$ cat src/rtl/ripple_count_ctrl_if.sv
// Request/grant and external-counter signals for ripple_count_ctrl.
interface ripple_count_ctrl_if #(
  parameter int WIDTH = 4
);
  logic             req0;
  logic             req1;
  logic [WIDTH-1:0] tgt0;
  logic [WIDTH-1:0] tgt1;
  logic [WIDTH-1:0] cnt_q;
  logic             cnt_clr;
  logic             cnt_tick;
  logic [1:0]       gnt;
  logic             busy;
  logic             done;
  logic             err;

  modport master (
    output req0, req1, tgt0, tgt1, cnt_q,
    input  cnt_clr, cnt_tick, gnt, busy, done, err
  );

  modport slave (
    input  req0, req1, tgt0, tgt1, cnt_q,
    output cnt_clr, cnt_tick, gnt, busy, done, err
  );
endinterface

$ cat src/rtl/ripple_count_ctrl.sv
// Two-requester controller that clears and ticks an external ripple counter, then checks it.
// Optional RC_CTRL_CHECK_EN enables the cnt_q vs. target comparison driving err.
module ripple_count_ctrl #(
  parameter int WIDTH      = 4,
  parameter int SETTLE_CYC = 2
) (
  input logic                clk,
  input logic                reset,
  ripple_count_ctrl_if.slave bus
);

  typedef enum logic [2:0] {
    S_IDLE,
    S_CLEAR,
    S_CLR_WAIT,
    S_TICK,
    S_TICK_WAIT,
    S_CHECK,
    S_DONE
  } state_e;

  localparam logic [3:0] WAIT_LAST = 4'(SETTLE_CYC - 1);

  state_e           state_q, state_d;
  logic [3:0]       wait_q, wait_d;
  logic [WIDTH-1:0] tgt_q, tgt_d;
  logic [WIDTH-1:0] issued_q, issued_d;
  logic             ptr_q, ptr_d;
  logic [1:0]       gnt_q, gnt_d;
  logic             clr_q, clr_d;
  logic             tick_q, tick_d;
  logic             busy_q, busy_d;
  logic             done_q, done_d;
  logic             err_q, err_d;
  logic             grant1;

  // Both requesting: serve the one the pointer did not serve last.
  assign grant1 = bus.req1 & (~bus.req0 | ~ptr_q);

  always_comb begin
    state_d  = state_q;
    wait_d   = wait_q;
    tgt_d    = tgt_q;
    issued_d = issued_q;
    ptr_d    = ptr_q;
    gnt_d    = gnt_q;
    err_d    = err_q;
    clr_d    = 1'b0;
    tick_d   = 1'b0;
    done_d   = 1'b0;
    case (state_q)
      S_IDLE: begin
        if (bus.req0 | bus.req1) begin
          gnt_d    = grant1 ? 2'b10 : 2'b01;
          ptr_d    = grant1;
          tgt_d    = grant1 ? bus.tgt1 : bus.tgt0;
          issued_d = '0;
          err_d    = 1'b0;
          clr_d    = 1'b1;
          state_d  = S_CLEAR;
        end
      end
      S_CLEAR: begin
        wait_d  = '0;
        state_d = S_CLR_WAIT;
      end
      S_CLR_WAIT, S_TICK_WAIT: begin
        if (wait_q == WAIT_LAST) begin
          if (issued_q == tgt_q) begin
            state_d = S_CHECK;
          end else begin
            tick_d  = 1'b1;
            state_d = S_TICK;
          end
        end else begin
          wait_d = wait_q + 4'd1;
        end
      end
      S_TICK: begin
        // TICK is only entered with issued < target, so this cannot wrap.
        issued_d = issued_q + WIDTH'(1);
        wait_d   = '0;
        state_d  = S_TICK_WAIT;
      end
      S_CHECK: begin
`ifdef RC_CTRL_CHECK_EN
        err_d = (bus.cnt_q != tgt_q);
`endif
        done_d  = 1'b1;
        state_d = S_DONE;
      end
      S_DONE: begin
        gnt_d   = 2'b00;
        state_d = S_IDLE;
      end
      default: begin
        gnt_d   = 2'b00;
        state_d = S_IDLE;
      end
    endcase
    busy_d = (state_d != S_IDLE);
  end

  // Pulse outputs are decoded from the next state so they line up with the state itself.
  always_ff @(posedge clk or posedge reset) begin
    if (reset) begin
      state_q  <= S_IDLE;
      wait_q   <= '0;
      tgt_q    <= '0;
      issued_q <= '0;
      ptr_q    <= 1'b1;
      gnt_q    <= 2'b00;
      clr_q    <= 1'b0;
      tick_q   <= 1'b0;
      busy_q   <= 1'b0;
      done_q   <= 1'b0;
      err_q    <= 1'b0;
    end else begin
      state_q  <= state_d;
      wait_q   <= wait_d;
      tgt_q    <= tgt_d;
      issued_q <= issued_d;
      ptr_q    <= ptr_d;
      gnt_q    <= gnt_d;
      clr_q    <= clr_d;
      tick_q   <= tick_d;
      busy_q   <= busy_d;
      done_q   <= done_d;
      err_q    <= err_d;
    end
  end

  assign bus.cnt_clr  = clr_q;
  assign bus.cnt_tick = tick_q;
  assign bus.gnt      = gnt_q;
  assign bus.busy     = busy_q;
  assign bus.done     = done_q;
  assign bus.err      = err_q;

endmodule

$ cat src/flat_wrapper.sv
// flat-port wrapper written by rule: the top's interface ports become plain ports
module ripple_count_ctrl_flat 
#(
  parameter int WIDTH      = 4,
  parameter int SETTLE_CYC = 2
)
  (clk, reset, bus_req0, bus_req1, bus_tgt0, bus_tgt1, bus_cnt_q, bus_cnt_clr, bus_cnt_tick, bus_gnt, bus_busy, bus_done, bus_err);
  ripple_count_ctrl_if #(.WIDTH(WIDTH)) bus_i ();
  input logic clk;
  input logic reset;
  input wire logic [$bits(bus_i.req0)-1:0] bus_req0;
  input wire logic [$bits(bus_i.req1)-1:0] bus_req1;
  input wire logic [$bits(bus_i.tgt0)-1:0] bus_tgt0;
  input wire logic [$bits(bus_i.tgt1)-1:0] bus_tgt1;
  input wire logic [$bits(bus_i.cnt_q)-1:0] bus_cnt_q;
  output wire logic [$bits(bus_i.cnt_clr)-1:0] bus_cnt_clr;
  output wire logic [$bits(bus_i.cnt_tick)-1:0] bus_cnt_tick;
  output wire logic [$bits(bus_i.gnt)-1:0] bus_gnt;
  output wire logic [$bits(bus_i.busy)-1:0] bus_busy;
  output wire logic [$bits(bus_i.done)-1:0] bus_done;
  output wire logic [$bits(bus_i.err)-1:0] bus_err;
  assign bus_i.req0 = bus_req0;
  assign bus_i.req1 = bus_req1;
  assign bus_i.tgt0 = bus_tgt0;
  assign bus_i.tgt1 = bus_tgt1;
  assign bus_i.cnt_q = bus_cnt_q;
  assign bus_cnt_clr = bus_i.cnt_clr;
  assign bus_cnt_tick = bus_i.cnt_tick;
  assign bus_gnt = bus_i.gnt;
  assign bus_busy = bus_i.busy;
  assign bus_done = bus_i.done;
  assign bus_err = bus_i.err;
  ripple_count_ctrl #(.WIDTH(WIDTH), .SETTLE_CYC(SETTLE_CYC)) u_core (.clk(clk), .reset(reset), .bus(bus_i));
endmodule
$ cat config.mk
export PLATFORM = sky130hd
export DESIGN_NAME = ripple_count_ctrl_flat
export DESIGN_NICKNAME = d
export VERILOG_FILES = /design/src/rtl/ripple_count_ctrl_if.sv /design/src/rtl/ripple_count_ctrl.sv /design/src/flat_wrapper.sv
export SDC_FILE = /design/constraint.sdc
export NUM_CORES = 1
export LEC_CHECK = 0
export ABC_AREA = 1
export CAP_MARGIN = 0
export CELL_PAD_IN_SITES_DETAIL_PLACEMENT = 1
export CELL_PAD_IN_SITES_GLOBAL_PLACEMENT = 1
export CORE_MARGIN = 2
export CORE_UTILIZATION = 33
export DETAILED_ROUTE_END_ITERATION = 8
export PLACE_DENSITY_LB_ADDON = 0.12
export SYNTH_ARGS = -nofsm -noshare
export SYNTH_HDL_FRONTEND = slang
export SYNTH_SLANG_ARGS = --single-unit
export TNS_END_PERCENT = 1
$ cat constraint.sdc
create_clock -name clk -period 1.2 [get_ports clk]
set_clock_uncertainty 0.1 [all_clocks]
set_input_delay 0.36 -clock clk [delete_from_list [all_inputs] [get_ports clk]]
set_output_delay 0.36 -clock clk [all_outputs]
set_load 0.02 [all_outputs]
After elaboration in Yosys (flattened, before gate mapping). Index checks and enable logic that the tools add are counted.

Equality and inequality tests: 9. Reductions and logical operators: 11. $add $sub $neg: 2. Multiply operators: 0. Shift-type cells: 0. Magnitude comparators: 0. Mux-type cells: 18. Div/mod/pow operators: 0. Bitwise gates (word level): 6.

Operators by type and width (number): one-hot mux 4 bit (2 select lines) (2); one-hot mux 3 bit (5 select lines) (1); 2-to-1 mux 4 bit (3); 2-to-1 mux 3 bit (3); adder 4 x 1 -> 4 bit, second input constant (2); AND reduction 2 bit (4); == test 3 x 2 -> 1 bit, second input constant (2); == test 3 bit, second input constant (2); 2-to-1 mux 1 bit (6); OR reduction 5 bit (1); == test 4 x 1 -> 1 bit, second input constant (1); == test 4 bit (1); 2-to-1 mux 2 bit (2); one-hot mux 2 bit (2 select lines) (1); nonzero test 2 bit (2); OR reduction 2 bit (2); == test 3 x 1 -> 1 bit, second input constant (1); zero test 3 bit (1); inverter 1 bit (3); nonzero test 3 bit (1); != test 2 x 1 -> 1 bit, second input constant (1); != test 2 bit, second input constant (1); bitwise OR 1 bit (2); bitwise AND 1 bit (1).

Memory bits (writable): 0. Bits in latches: 0. Logic and storage cells: 56. Memories kept: 0. Memory bits (read-only): 0. Output and inout bits: 7. Flip-flop bits (word level): 22. Input bits: 16.

Depth between registers and ports, before layout. Gate-level depths: netlist (run 1).

Depth in word-level cells: 6. Mapped depth: 8. Mapped depth without buffers: 8.

Worst setup path after synthesis (run 1). No wires, ideal clock.

Path kind: flip-flop to flip-flop. From: register u_core.wait_q[0]. To: register u_core.state_q[2]. Path slack: -0.032 ns. Arrival: 1.015 ns. Setup time: 0.116 ns. Path buffers: 0. Stages on the path, launching flop included: 8. Data required time: 0.984 ns. Clock period less this slack: 1.232 ns. Cell sequence: dfrtp_1 > ha_1 > nand2_1 > inv_1 > nand2_2 > nand2_1 > nand2_1 > nand2_1.

Cells in the longest elaborated chain, start to end: 3.

Ends and longest elaborated chain: start: declaration (RTL line ripple_count_ctrl.sv:25) `logic [3:0] wait_q, wait_d;`; start signal: assignment (RTL line ripple_count_ctrl.sv:120) `wait_q <= wait_d;`; == test 4 x 1 -> 1 bit (RTL line ripple_count_ctrl.sv:68) `if (wait_q == WAIT_LAST) begin`; 2-to-1 mux 3 bit (RTL line ripple_count_ctrl.sv:68); one-hot mux 3 bit (5 select lines) (RTL line ripple_count_ctrl.sv:51) `case (state_q)`; via u_core.state_d[2] (RTL line ripple_count_ctrl.sv:24) `state_e state_q, state_d;`; end signal: assignment (RTL line ripple_count_ctrl.sv:119) `state_q <= state_d;`; end: declaration (RTL line ripple_count_ctrl.sv:24).

The timed path passes the listed nets, and every way through them passes these cells. A chain may end at the register's enable or synchronous reset.

Final worst setup path (run 1).
From: register u_core.state_q[1]. To: register u_core.tgt_q[0].

Cells in the longest elaborated chain, start to end: 2.

Ends and longest elaborated chain: zero test 3 bit (RTL line ripple_count_ctrl.sv:51); AND reduction 2 bit (no line); end signal: assignment (RTL line ripple_count_ctrl.sv:121) `tgt_q <= tgt_d;`; end: declaration (RTL line ripple_count_ctrl.sv:26) `logic [WIDTH-1:0] tgt_q, tgt_d;`.

Every way passes these cells.

==> results of run 1 <==
[state kept, by name, indices dropped and copies added, names as in the netlist]
register / count
u_core.ptr_q: 1
u_core.bus.gnt: 2
u_core.tgt_q: 4
u_core.wait_q: 4
u_core.issued_q: 4
u_core.bus.done: 1
u_core.bus.busy: 1
u_core.bus.cnt_tick: 1
u_core.bus.cnt_clr: 1
u_core.state_q: 3
[through the flow]
stage | setup WS, ns | hold WS, ns
after floorplan | 0.0189 | 0.248
after global routing | -0.198 | 0.265
after global placement | -0.456 | 0.354
after CTS | -0.138 | 0.265
final | -0.134 | 0.264
after detailed placement | -0.507 | 0.358
[worst reg2reg max path, stage by stage (launching register included)]
cell and delay, ns:
dfrtp_2 0.46, inv_2 0.09, nand2_4 0.08, nor2_4 0.15, o21ai_4 0.10, buf_6 0.14, nand2_1 0.05, nand2_1 0.05
[cell usage after synthesis, types with 3 or more instances]
library cell / count / area [sq um]
o211ai_1: 4 / 30.0
or2_2: 4 / 25.0
nand2_1: 52 / 195
nand3_1: 15 / 75.1
inv_1: 17 / 63.8
dfrtp_1: 21 / 526
o21ai_0: 5 / 25.0
nor2_1: 7 / 26.3
ha_1: 3 / 37.5
nand2_2: 3 / 18.8
[area by class of cell]
type / count / area [sq um]
clock buffer: 4 / 26.3
fill: 443 / 1730
inverter: 19 / 71.3
multi-input combinational: 108 / 641
sequential: 22 / 556
tap: 46 / 57.6
timing repair buffer: 37 / 330
[logic make-up after synthesis]
group	Yosys count	synth area share, %
AND/OR/NAND/NOR	91	35.3
buffers and inverters	22	8.12
flip-flops	22	45.9
AO/OA/AOI/OAI	11	5.73
adder cells (fa/ha/maj)	3	3.13
XOR/XNOR	2	1.46
other	1	0.312
[how the worst max path moves through the flow]
stage,endpoint,startpoint,slack (ns),cells past startpoint
after floorplan,u_core.state_q[2]$_DFF_PP0_,u_core.wait_q[0]$_DFFE_PP0P_,0.02,7
after global placement,u_core.tgt_q[3]$_DFFE_PP0P_,bus_req1,-0.46,5
after detailed placement,u_core.tgt_q[2]$_DFFE_PP0P_,bus_req1,-0.51,5
after CTS,bus_gnt[1],u_core.bus.gnt[1]$_DFFE_PP0P_,-0.14,1
after global routing,u_core.bus.gnt[0]$_DFFE_PP0P_,u_core.state_q[1]$_DFF_PP0_,-0.20,7
final,u_core.tgt_q[0]$_DFFE_PP0P_,u_core.state_q[1]$_DFF_PP0_,-0.13,7
[where the power goes]
group          internal (mW)  switching [mW]  total (mW)
sequential              1.04           0.287        1.33
clock                  0.130           0.224       0.354
combinational           1.03            1.22        2.26
[what timing repair did]
item	4_1_cts	5_1_grt
setup buffers	0	1
pin swaps	2	13
endpoints found under the setup margin	27	27
gates resized for setup	38	25
[metal layers]
metal  up-vias  GRT usage, %
li1        551             -
met1       538          18.3
met2        16          27.6
met3         2          1.76
met4         0          5.59
met5         -             0
==> results.cfg, run 1 <==
[place]
gp_congestion = 0.833
port_buffers = 17
dpl.hpwl_mm = 2.15
dp.cells = 231
placed_cell_area_sq_um = 1560

[logic_synthesis]
ys_seq_area_share_pct = 45.9
synth_seq_cells = 22
synth_cell_types = 24
avgSynthCellArea_sq_um = 7.90
synth_edf_count = 0
async_reset_ff_share_pct = 100
yosysWarningCount = 0
synthFlopType = dfrtp_1
synthesis.nets = 171
synth_area_sq_um = 1200
syn_inst = 152

[setup_path]
r2r_slack_ns = -0.13
worstPathRequired_ns = 1.30
startpoint_type = register
crit_family = flip-flops
path_cells = inv_2 > nand2_4 > nor2_4 > o21ai_4 > buf_6 > nand2_1 > nand2_1
r2r-start = u_core.state_q[1]$_DFF_PP0_
path_common_cell = nand2_1
crit_arrival_ns = 1.44
crit_path_top_delay_cell = dfrtp_2
worst_setup_path_end_kind = register
crit_path_max_incr_delay_ns = 0.46
r2r_end = u_core.tgt_q[0]$_DFFE_PP0P_
worst-path-buf-inv = 2
cp_max_fo = 4
crit_type = reg2reg
rr_worst_depth = 7

[clock_network]
clkTransAtPathRegs_ns = 0.12
clkLatencyLatePin_ns = 0.31
cts-root-buf = clkbuf_4
clock_sinks = 22
htreeDepth = 1
clk_path_buf_depth = 2
cts_tree = done
numCtsBuffers = 3
cts_hold_buffers = 0

[routing]
ant_nets = 0
drc = 0
wl_met2_mm = 1.50
dr.first_iter.drc_count = 19
routed-wl-met3_um = 101
dr.pass1.iters = 3
vias = 1107
vias_per_cell = 4.69
drt-met1-wl_mm = 1.19
drt-total-wl_mm = 2.81
wire_per_inst_um = 11.9
top_layer_used = met4

[timing]
tns_ns = -2.11
layout_min_cycle_time_ns = 1.33
worst_slack_ns = -0.134
rsz0062_at_grt = yes
setup_viol = 26
max_clock_freq_mhz = 750
final_max_slew_viol_count = 0
hold_viol_final = 0
fin_crit_sh_pct = 111

[run_status]
violations = negative setup slack
run_status = finished, violations left

[floorplanning]
core_area_sq_um = 3420
dieArea_sq_um = 4140
fp.dieH_um = 64.3
die_w_um = 64.3
io_pins = 23
fp-row-count = 21
start_util_pct = 35.2

[layout]
mostFrequentLayoutCells = 44 x nand2_1, 18 x dfrtp_1, 16 x buf_4, 15 x inv_1, 10 x nand3_1
drive_gt1_share_pct = 34.7
nets = 210
stdcell_count = 236
syn_to_final_growth_pct = 40.0
final_common_cell = nand2_1
postLayoutCellArea_sq_um = 1680
diodes = 0
fin_util_pct = 49.2

[pwr]
p_leak_nw = 0.879
finalPower_mw = 3.94
p_per_area_nw_per_um2 = 2340
vdd_ir_drop_max_uv = 947

[global_route]
antenna_found_initial = 0
grt_max_degree = 23
grt_pass1_vias = 1157
gr-total-overflow = 0
grt_first_pass_wirelength_mm = 4.95
track_usage_pct = 15.2

[flow_run]
drv_cap = 0

[hold_path]
worstHoldPathType = in2async
No activity file was read; power rests on OpenSTA's default activity.
==> inputs of run 2 (changes only) <==
--- a/constraint.sdc
+++ b/constraint.sdc
@@ -4,2 +4,2 @@
 set_output_delay 0.36 -clock clk [all_outputs]
-set_load 0.02 [all_outputs]
+set_load 0.1 [all_outputs]
==> run 2 against run 1 <==
The run still ends with negative setup slack left. Via count decreased by 2.8%. Clock power increased by 1%. Global-route usage increased by 0.26 points.
==> results.cfg, run 2 (synthesis gave the netlist of run 1 again) <==
[timing]
worst_slack_ns = -0.180
layout_min_cycle_time_ns = 1.38
fin_crit_sh_pct = 115
max_clock_freq_mhz = 725
hold_viol_final = 0
final_max_slew_viol_count = 0
tns_ns = -1.55
setup_viol = 20
rsz0062_at_grt = yes

[clock_network]
cts_hold_buffers = 0
cts-root-buf = clkbuf_4
htreeDepth = 1
clkTransAtPathRegs_ns = 0.13
numCtsBuffers = 3
clock_sinks = 22
clk_path_buf_depth = 2
clkLatencyLatePin_ns = 0.31
cts_tree = done

[layout]
syn_to_final_growth_pct = 39.4
fillers = 444
postLayoutCellArea_sq_um = 1670
final_common_cell = nand2_1
nets = 206
drive_gt1_share_pct = 30.1
mostFrequentLayoutCells = 48 x nand2_1, 18 x dfrtp_1, 14 x inv_1, 12 x nand3_1, 12 x buf_4
reg.largest.list = u_core.issued_q: 4 flops, u_core.tgt_q: 4 flops, u_core.wait_q: 4 flops
diodes = 0
multi_input_area_sq_um = 592
final-seq-area_sq_um = 556
stdcell_count = 232

[routing]
dr.first_iter.drc_count = 16
dr.pass1.iters = 4
vias = 1076
vias_per_cell = 4.64
ant_nets = 0
drc = 0
wire_per_inst_um = 12.0
drt-total-wl_mm = 2.79

[global_route]
use_met1_pct = 17.9
grt_busiest_layer = met2
grt_max_degree = 23
grt_first_pass_wirelength_mm = 5.02
track_usage_pct = 15.4
met3_usage_pct = 2.29
grt_pass1_vias = 1168
met2_usage_pct = 28.5
gr-total-overflow = 0
antenna_found_initial = 0

[floorplanning]
die_w_um = 64.3
io_pins = 23
fp-row-count = 21
start_util_pct = 35.2
dieArea_sq_um = 4140
core_area_sq_um = 3420
fp.dieH_um = 64.3

[setup_path]
path_cells = buf_12
worst-path-buf-inv = 1
startpoint_type = register
cp_max_fo = 2
crit_path_top_delay_cell = dfrtp_1
crit_path_max_incr_delay_ns = 0.43
crit_arrival_ns = 0.92
worst_setup_path_end_kind = output port
crit_type = reg2out
worstPathRequired_ns = 0.74
crit_family = flip-flops

[flow_run]
drv_cap = 0

[hold_path]
worstHoldPathType = in2async

[run_status]
violations = negative setup slack
run_status = finished, violations left

[pwr]
p_per_area_nw_per_um2 = 2610
vdd_ir_drop_max_uv = 1350
finalPower_mw = 4.36
p_leak_nw = 0.862

[place]
port_buffers = 17
gp_congestion = 0.751
pre_cts_ws_ns = -0.525
dpl.hpwl_mm = 2.15
dp.cells = 227
placed_cell_area_sq_um = 1590
-- run 2: cell types whose count changed in the layout (fill, tap and decap cells not counted), sizes merged --
cell  before  now
buf       26   22
-- run 2: area by class of cell --
type | instances | share of cell area [%]
inverter | 19 | 4.26
timing repair buffer | 33 | 22.2
multi-input combinational | 108 | 35.4
tap | 46 | 3.44
clock buffer | 4 | 1.57
sequential | 22 | 33.2
-- run 2: worst paths after layout --
| kind | depth (start not counted) | slack (ns) | endpoint | start |
|---|---|---|---|---|
| setup / recovery | 1 | -0.18 | bus_gnt[1] | u_core.bus.gnt[1]$_DFFE_PP0P_ |
| hold / removal | 3 | 0.26 | u_core.wait_q[1]$_DFFE_PP0P_ | reset |
| setup reg to reg | 7 | -0.07 | u_core.bus.gnt[1]$_DFFE_PP0P_ | u_core.state_q[1]$_DFF_PP0_ |
| hold reg to reg | 2 | 0.39 | u_core.ptr_q$_DFFE_PP1P_ | u_core.ptr_q$_DFFE_PP1P_ |
| max in group asynchronous | 3 | 0.51 | u_core.ptr_q$_DFFE_PP1P_ | reset |
| min in group clk | 2 | 0.39 | u_core.ptr_q$_DFFE_PP1P_ | u_core.ptr_q$_DFFE_PP1P_ |
-- run 2: timing repair --
action / 4_1_cts / 5_1_grt
resized for setup: 12 / 11
endpoints found under the hold margin: 0 / 0
setup buffers: 0 / 1
pin swaps: 1 / 3
endpoints found under the setup margin: 26 / 26
-- run 2: metal layers --
layer,vias to the layer above,routed length [um]
li1,542,-
met1,508,1190
met2,22,1460
met3,4,103
met4,0,31
met5,-,0
-- run 2: where the power goes --
group	switching, mW	leakage [nW]	internal (mW)
logic	1.60	0.569	1.07
clock network	0.228	0.0150	0.130
registers	0.287	0.278	1.04
-- run 2: through the flow --
stage | hold WS (ns) | util (%)
floorplan | 0.248 | -
finish | 0.261 | 49.0
global route | 0.269 | 49.0
detailed placement | 0.370 | 46.5
CTS | 0.258 | 47.8
global placement | 0.354 | 46.5
==> inputs of run 3 (changes only) <==
- CORE_ASPECT_RATIO: not set -> 1.25
- HOLD_SLACK_MARGIN: not set -> 0.12
==> run 3 against run 2 <==
The run still ends with negative setup slack left. Count of clock-buffer cells in the layout unchanged. Register-to-register slack got worse by 0.02 ns. Non-clock buffer count increased by 2. Largest cell class unchanged. Largest power group unchanged. Highest routed layer unchanged.
==> results.cfg, run 3 (synthesis gave the netlist of run 1 again) <==
[run_status]
run_status = finished, violations left
violations = negative setup slack

[floorplanning]
fp-row-count = 24
start_util_pct = 34.5
dieArea_sq_um = 4140
fp.dieH_um = 71.5
io_pins = 23
core_area_sq_um = 3480
die_w_um = 58.0

[layout]
stdcell_count = 227
final_common_cell = nand2_1
mostFrequentLayoutCells = 48 x nand2_1, 18 x dfrtp_1, 15 x buf_4, 14 x inv_1, 12 x nand3_1
final-seq-area_sq_um = 556
syn_to_final_growth_pct = 42.1
nets = 208
diodes = 0
fin_util_pct = 49.0
multi_input_area_sq_um = 603
drive_gt1_share_pct = 30.9
reg.largest.list = u_core.issued_q: 4 flops, u_core.tgt_q: 4 flops, u_core.wait_q: 4 flops
fillers = 428

[pwr]
vdd_ir_drop_max_uv = 1650
p_leak_nw = 0.880
p_per_area_nw_per_um2 = 2690

[routing]
drt-total-wl_mm = 2.88
ant_nets = 0
dr.pass1.iters = 4
vias = 1097
dr.first_iter.drc_count = 39
drc = 0
wire_per_inst_um = 12.7
vias_per_cell = 4.83

[setup_path]
worst_setup_path_end_kind = output port
crit_path_max_incr_delay_ns = 0.43
startpoint_type = register
rr_worst_depth = 7
crit_arrival_ns = 0.86
r2r-start = u_core.state_q[1]$_DFF_PP0_
cp_max_fo = 2
worstPathRequired_ns = 0.74
r2r_slack_ns = -0.09
r2r_end = u_core.tgt_q[2]$_DFFE_PP0P_
path_cells = buf_12
crit_family = flip-flops
crit_path_top_delay_cell = dfrtp_2
crit_type = reg2out
worst-path-buf-inv = 1

[place]
dpl.hpwl_mm = 2.27
dp.cells = 223
port_buffers = 17
pre_cts_ws_ns = -0.507
gp_congestion = 0.725

[global_route]
gr-total-overflow = 0
track_usage_pct = 16.0
antenna_found_initial = 0
grt_first_pass_wirelength_mm = 5.19
grt_pass1_vias = 1201
grt_max_degree = 23

[timing]
layout_min_cycle_time_ns = 1.32
final_max_slew_viol_count = 0
fin_crit_sh_pct = 110
hold-worst-slack_ns = 0.310
hold_viol_final = 0
max_clock_freq_mhz = 756
setup_viol = 26
rsz0062_at_grt = yes
worst_slack_ns = -0.123

[clock_network]
cts-root-buf = clkbuf_8
clk_path_buf_depth = 2
clkTransAtPathRegs_ns = 0.08
cts_hold_buffers = 0
cts_tree = done
clock_sinks = 22
cts_setup_buffers = 0
clkLatencyLatePin_ns = 0.26
numCtsBuffers = 3
htreeDepth = 1

[flow_run]
drv_cap = 0

[hold_path]
worstHoldPathType = in2async
-- run 3: changes by cell type in the layout (fill, tap and decap cells not counted), sizes merged --
cell	change
buf	+2
-- run 3: how the worst max path moves through the flow --
stage / from / end / slack, ns / depth (start not counted)
after floorplan: u_core.bus.gnt[1]$_DFFE_PP0P_ / bus_gnt[1] / -0.16 / 0
after detailed placement: bus_req1 / u_core.tgt_q[2]$_DFFE_PP0P_ / -0.51 / 5
final: u_core.bus.gnt[0]$_DFFE_PP0P_ / bus_gnt[0] / -0.12 / 1
after global routing: u_core.wait_q[1]$_DFFE_PP0P_ / u_core.state_q[1]$_DFF_PP0_ / -0.16 / 7
after CTS: u_core.bus.gnt[0]$_DFFE_PP0P_ / bus_gnt[0] / -0.12 / 1
after global placement: bus_req1 / u_core.tgt_q[0]$_DFFE_PP0P_ / -0.47 / 5
-- run 3: where the power goes --
| part | leakage, nW | switching (mW) | total [mW] | internal (mW) |
|---|---|---|---|---|
| Sequential | 0.278 | 0.284 | 1.33 | 1.05 |
| Combinational | 0.579 | 1.66 | 2.79 | 1.13 |
| Clock | 0.0228 | 0.233 | 0.470 | 0.237 |
| Total | 0.880 | 2.18 | 4.59 | 2.41 |
-- run 3: timing repair --
item | in CTS | in global routing
pin swaps | 1 | 5
gates resized for setup | 12 | 12
setup endpoints to repair | 27 | 27
-- run 3: cell type report --
type / instances / area share, %
repair buffers: 35 / 22.4
flip-flops and latches: 22 / 32.6
clock buffers: 4 / 2.64
multi-input cells: 108 / 35.3
inverters: 19 / 4.18
well taps: 39 / 2.86
-- run 3: through the flow --
step / total power, mW / instance area, sq um / TNS [ns]
4_1_cts: 4.51 / 1660 / -1.61
3_3_place_gp: 3.88 / 1600 / -5.43
2_1_floorplan: 2.93 / 1200 / -0.900
6_report: 4.59 / 1710 / -1.70
5_1_grt: 4.95 / 1710 / -3.28
3_5_place_dp: 3.96 / 1600 / -6.12
-- run 3: routing by layer --
| metal | share of wire (%) | track usage [%] | up-vias |
|---|---|---|---|
| met5 | 0 | 0 | - |
| met4 | 1.4 | 4.65 | 0 |
| met3 | 1.7 | 2.17 | 5 |
| met2 | 56 | 29.3 | 7 |
| met1 | 41 | 19.1 | 534 |
| li1 | - | - | 551 |
